<file path="config.mk">
export PLATFORM = sky130hd
export DESIGN_NAME = divu_seq
export DESIGN_NICKNAME = d
export VERILOG_FILES = /design/src/rtl/divu_pkg.sv /design/src/rtl/divu_step.sv /design/src/rtl/divu_seq.sv
export SDC_FILE = /design/constraint.sdc
export NUM_CORES = 1
export LEC_CHECK = 0
export ABC_AREA = 1
export BUFFER_PORTS_ARGS = -buffer_cell sky130_fd_sc_hd__buf_2
export CELL_PAD_IN_SITES_DETAIL_PLACEMENT = 1
export CELL_PAD_IN_SITES_GLOBAL_PLACEMENT = 2
export CORE_AREA = 3 3 187 189
export CTS_CLUSTER_SIZE = 10
export DETAILED_ROUTE_END_ITERATION = 10
export DIE_AREA = 0 0 190 192
export PLACE_DENSITY = 0.86
export RECOVER_POWER = 50
export SYNTH_ARGS = -nofsm -noshare
export SYNTH_HDL_FRONTEND = slang
export SYNTH_HIERARCHICAL = 1
export SYNTH_SLANG_ARGS = --single-unit
export TNS_END_PERCENT = 50
</file>
<file path="constraint.sdc">
create_clock -name clk -period 2.75 [get_ports clk]
set_input_delay 0.1375 -clock clk [delete_from_list [all_inputs] [get_ports clk]]
set_output_delay 0.1375 -clock clk [all_outputs]
set_load 0.01 [all_outputs]
</file>
<file path="src/rtl/divu_pkg.sv">
// Shared definitions for the sequential unsigned divider: state encoding,
// default operand width and the matching step-counter width.
package divu_pkg;

  localparam int DIVU_WIDTH = 32;
  localparam int DIVU_CNT_W = $clog2(DIVU_WIDTH) + 1;

  typedef enum logic [1:0] {
    DIVU_IDLE = 2'd0,
    DIVU_RUN  = 2'd1,
    DIVU_DONE = 2'd2
  } divu_state_e;

endpackage

</file>
<file path="src/rtl/divu_step.sv">
// One restoring-division iteration: shift the next dividend bit into the
// partial remainder, trial-subtract the divisor, keep or restore.
module divu_step #(
  parameter int WIDTH = 32
) (
  input  logic [WIDTH-1:0] r,
  input  logic [WIDTH-1:0] q,
  input  logic [WIDTH-1:0] d,
  output logic [WIDTH-1:0] r_next,
  output logic [WIDTH-1:0] q_next
);

  logic [WIDTH-1:0] shifted_s;
  logic [WIDTH:0]   trial_s;

  // r stays below 2^(step) while shifting, so its top bit is zero here and
  // the extra bit of trial_s only ever carries the borrow.
  assign shifted_s = {r[WIDTH-2:0], q[WIDTH-1]};
  assign trial_s   = {r, q[WIDTH-1]} - {1'b0, d};

  assign r_next = trial_s[WIDTH] ? shifted_s : trial_s[WIDTH-1:0];
  assign q_next = {q[WIDTH-2:0], ~trial_s[WIDTH]};

endmodule

</file>
<file path="src/rtl/divu_seq.sv">
// Sequential 32-cycle unsigned divider (DIVU): quotient to LO, remainder to
// HI. All state advances on the falling clock edge.
module divu_seq
  import divu_pkg::*;
#(
  parameter int WIDTH = DIVU_WIDTH
) (
  input  logic             clk,
  input  logic             reset,
  input  logic             start,
  input  logic [WIDTH-1:0] dividend,
  input  logic [WIDTH-1:0] divisor,
  output logic [WIDTH-1:0] quotient,
  output logic [WIDTH-1:0] remainder,
  output logic             busy,
  output logic             done
);

  localparam int CW = $clog2(WIDTH) + 1;
  localparam logic [CW-1:0] CNT_LAST = CW'(WIDTH - 1);
  localparam logic [CW-1:0] CNT_ONE  = CW'(1);

  divu_state_e      state_r;
  logic [CW-1:0]    cnt_r;
  logic [WIDTH-1:0] q_r;
  logic [WIDTH-1:0] r_r;
  logic [WIDTH-1:0] d_r;
  logic [WIDTH-1:0] q_next_s;
  logic [WIDTH-1:0] r_next_s;

  divu_step #(.WIDTH(WIDTH)) u_step (
    .r      (r_r),
    .q      (q_r),
    .d      (d_r),
    .r_next (r_next_s),
    .q_next (q_next_s)
  );

  // Sequencer: accept operands, iterate one quotient bit per edge, publish.
  always_ff @(negedge clk) begin
    if (reset) begin
      state_r   <= DIVU_IDLE;
      cnt_r     <= {CW{1'b0}};
      q_r       <= {WIDTH{1'b0}};
      r_r       <= {WIDTH{1'b0}};
      d_r       <= {WIDTH{1'b0}};
      quotient  <= {WIDTH{1'b0}};
      remainder <= {WIDTH{1'b0}};
      busy      <= 1'b0;
      done      <= 1'b0;
    end else begin
      case (state_r)
        DIVU_IDLE, DIVU_DONE: begin
          done <= 1'b0;
          if (start) begin
            q_r     <= dividend;
            d_r     <= divisor;
            r_r     <= {WIDTH{1'b0}};
            cnt_r   <= {CW{1'b0}};
            busy    <= 1'b1;
            state_r <= DIVU_RUN;
          end else begin
            busy    <= 1'b0;
            state_r <= DIVU_IDLE;
          end
        end
        DIVU_RUN: begin
          q_r   <= q_next_s;
          r_r   <= r_next_s;
          cnt_r <= cnt_r + CNT_ONE;
          if (cnt_r == CNT_LAST) begin
            quotient  <= q_next_s;
            remainder <= r_next_s;
            busy      <= 1'b0;
            done      <= 1'b1;
            state_r   <= DIVU_DONE;
          end else begin
            busy    <= 1'b1;
            done    <= 1'b0;
            state_r <= DIVU_RUN;
          end
        end
        default: begin
          busy    <= 1'b0;
          done    <= 1'b0;
          state_r <= DIVU_IDLE;
        end
      endcase
    end
  end

endmodule

</file>
======== Word-level counts from Yosys, hierarchy flattened ========
Cells that the tools add are included.
storage, ports and cells
  ROM bits ................................ 0
  output and inout bits ................... 66
  memories kept ........................... 0
  logic and storage cells ................. 38
  bits in writable memories ............... 0
  register bits after elaboration ......... 170
  bits in latches ......................... 0
  bits of input ports ..................... 67
cells by class
  multiply operators ...................... 0
  reductions and logical operators ........ 7
  shifts and indexed selects .............. 0
  order comparisons ....................... 0
  divide/modulo/power cells ............... 0
  add/subtract/negate cells ............... 2
  mux-type cells .......................... 14
  eq/ne operators ......................... 4
  bitwise operators ....................... 2
operator list
  cell                                                 count
  case mux 32 bit (2 select lines)                     2
  2-to-1 mux 32 bit                                    3
  subtractor 33 x 32 -> 33 bit                         1
  case mux 6 bit (2 select lines)                      1
  adder 6 x 1 -> 6 bit, second input constant          1
  equality test 6 x 5 -> 1 bit, second input constant  1
  2-to-1 mux 6 bit                                     1
  AND reduction 2 bit                                  3
  2-to-1 mux 1 bit                                     4
  case mux 2 bit (2 select lines)                      1
  OR reduction 2 bit                                   2
  equality test 2 x 1 -> 1 bit, second input constant  1
  equality test 2 bit, second input constant           1
  zero test 2 bit                                      1
  2-to-1 mux 2 bit                                     1
  != test 2 bit, second input constant                 1
  inverter 1 bit                                       2
  case mux 1 bit (2 select lines)                      1
  nonzero test 2 bit                                   1

======== Depth between registers and ports, before layout ========
  word-level depth ........................ 4
  gate-level depth with buffers ........... 19
  depth with buffers taken out ............ 18

======== Modules after synthesis ========
Netlist, hierarchy kept.
by module, submodules not included
  module     cells an instance  area each (um^2)  times used  seq. area each (um^2)
  divu_seq   988                6794.0            1           3383.2
  divu_step  712                3483.3            1           0.0

==> flow_metrics.env <==
export IMPL_avgSynthCellArea_um2=6.046
export IMPL_gr_max_usage_layer="met2"
export IMPL_rsz0062_at_grt="no"
export IMPL_grt_max_degree=88
export IMPL_slew_viol_final=0
export IMPL_portBuffers=132
export IMPL_drive_above_1_share=0.1094
export IMPL_grt_pass1_vias=11720
export IMPL_track_usage=0.1995
export IMPL_p_total_mw=8.502
export IMPL_async_flop_share=0
export IMPL_core_um2=33450
export IMPL_routed_wl_mm=35.66
export IMPL_rows=67
export IMPL_worst_pin_slew_ps=801.8
export IMPL_powerDensity_nw_per_um2=687.5
export IMPL_cts_tree="yes"
export IMPL_finalNetCount=2046
export IMPL_crit_arrival_ps=2470
export IMPL_ant_nets=0
export IMPL_syn_inst=1700
export IMPL_cp_depth=1
export IMPL_cts_sinks=169
export IMPL_synth_seq_cells=169
export IMPL_met2_usage=0.3267
export IMPL_syn_num_nets=1801
export IMPL_critPathCapture="busy"
export IMPL_dr_total_vias=10950
export IMPL_yosysMostFrequentCell="nand2_1"
export IMPL_antenna_found_initial=2
export IMPL_worst_slew_margin_rel=0.4655
export IMPL_synthTopCellsByArea="dfxtp_1 33%, nand2_1 24%, inv_1 9.6%"
export IMPL_yosys_warnings=6
export IMPL_crit_type="reg2out"
export IMPL_worst_r2r_path_depth=19
export IMPL_first_iter_violations=474
export IMPL_min_path_type="reg2reg"
export IMPL_cpMaxStageDelayCell="dfxtp_1"
export IMPL_cp_cell_sequence="buf_2"
export IMPL_die_width_um=190
export IMPL_grt_use_met1=0.2441
export IMPL_r2r_start="q_r[31]"
export IMPL_maxCapViolations=0
export IMPL_clock_latency_ps=490
export IMPL_use_met3=0.06078
export IMPL_timing_setup_tns_ps=0
export IMPL_path_delay_family="flip-flops"
export IMPL_max_vdd_ir_drop_v=0.0005449
export IMPL_r2r_slack_ps=230
export IMPL_skew_ps=27.72
export IMPL_critPathLaunch="state_r[0]"
export IMPL_synth_top_area_frac=0.3292
export IMPL_critPathLaunchType="flop"
export IMPL_synth_edff_count=0
export IMPL_postCtsHoldBufs=0
export IMPL_cts_buffers=17
export IMPL_boundaryPins=133
export IMPL_htree_levels=4
export IMPL_viasPerCell=4.547
export IMPL_cp_num_buf_inv=1
export IMPL_critPathCaptureType="output pin"
export IMPL_dr_pass1_iters=4
export IMPL_synth_seq_area_share=0.3292
export IMPL_drc=0
export IMPL_timing_rr_end="r_r[21]"
export IMPL_syn_to_final_growth_pct=20.33
export IMPL_setup_viol=0
export IMPL_synth_distinct_cells=34
export IMPL_multi_input_area_um2=5294
export IMPL_max_stage_delay_ps=430
export IMPL_grt_pass1_wl_mm=58.33
export IMPL_utilization=0.3697
export IMPL_synth_cells_most_frequent="654 x nand2_1, 262 x inv_1, 172 x nor2_1, 169 x dfxtp_1, 98 x nand3_1"
export IMPL_leakage_nw=6.960
export IMPL_synthFlopType="dfxtp_1"
export IMPL_dieArea_um2=36480
export IMPL_mappedNetlistArea_um2=10280
export IMPL_start_util=0.3073
export IMPL_regArea_um2=3383
export IMPL_crit_path_max_fanout=4
export IMPL_clkTransAtPathRegs_ps=40
export IMPL_critPathRequiredTime_ps=2610
export IMPL_dp_hpwl_mm=25.65
export IMPL_yosysTopAreaCell="dfxtp_1"
export IMPL_wl_per_cell_um=14.82
export IMPL_final_hold_violation_count=0
export IMPL_grt_overflow=0
export IMPL_cts_root_buf="clkbuf_16"
export IMPL_gp_congestion=0.8545
export IMPL_clockBufferDepth=2
export IMPL_fillers=4603
export IMPL_die_y_um=192
export IMPL_status="finished, final reports clean"
[layout by cell type (no fill, tap or decap), types with 6 or more instances in the layout]
cell type and instances:
nand2_1 655, inv_1 433, nor2_1 172, dfxtp_1 169
buf_2 118, nand3_1 98, a21oi_1 91, o21ai_0 38
ha_1 33, nand2_2 21, clkbuf_16 17, clkbuf_1 14
xor2_1 14, buf_4 11, nand4_1 9, buf_12 7
clkbuf_2 6
[kinds of logic (layout without fill, tap and decap cells)]
group	count (synthesis)	count (layout)	share of synthesized area
other	0	2	0
AND/OR/NAND/NOR	979	979	0.3868
adder cells (fa/ha/maj)	34	34	0.04212
buffers and inverters	364	621	0.1585
flip-flops	169	169	0.3292
XOR/XNOR	15	15	0.01278
AO/OA/AOI/OAI	139	139	0.07061
[final cells by class]
type                    instances  share of cell area
multi-input cells            1167              0.4281
flip-flops and latches        169              0.2736
inverters                     264             0.08013
repair buffers                157             0.07335
clock inverters               183             0.06475
well taps                     448             0.04533
clock buffers                  17             0.03440
diodes                          2           0.0004047
[report_power, final]
group / internal [mW] / leakage (nW) / switching (mW)
clock: 1.76 / 1.21 / 1.81
combinational: 0.721 / 4.38 / 1.53
sequential: 2.58 / 1.38 / 0.0982
[sequential cells by signal, summed over array words and instances (netlist names)]
signal     cells
d_r           32
q_r           32
quotient      32
done           1
remainder     32
cnt_r          6
r_r           32
state_r        2
[metrics by stage]
step                      hold WS [ps]  instances  setup WS [ps]  area (um^2)
final                            473.3       2407          138.2        12370
after global routing             497.0       2407          9.214        12370
after CTS                        475.8       2405          86.83        12400
after global placement           463.7       2206          272.6        11170
after detailed placement         468.5       2206          169.1        11170
after floorplan                  444.0       1700          336.1        10280
[worst min-delay path by stage]
stage,to,start,slack [ps],depth (start not counted)
2_1_floorplan,q_r[25],q_r[25],440,2
5_1_grt,cnt_r[4],cnt_r[4],500,2
3_5_place_dp,cnt_r[4],cnt_r[4],470,2
6_report,quotient[29],q_r[28],470,2
3_3_place_gp,cnt_r[4],cnt_r[4],460,2
4_1_cts,cnt_r[4],cnt_r[4],480,2
[metal layers]
| layer | part of all wire | vias to the layer above |
|---|---|---|
| li1 | - | 5571 |
| met1 | 0.46 | 5113 |
| met2 | 0.48 | 213 |
| met3 | 0.040 | 48 |
| met4 | 0.022 | 0 |
| met5 | 0 | - |
[what timing repair did]
item	in CTS	in global routing
endpoints found under the hold margin	0	0
setup endpoints to repair	0	52
resized for setup	0	6
setup buffers	0	0
Power figures use the tool's default switching activity.
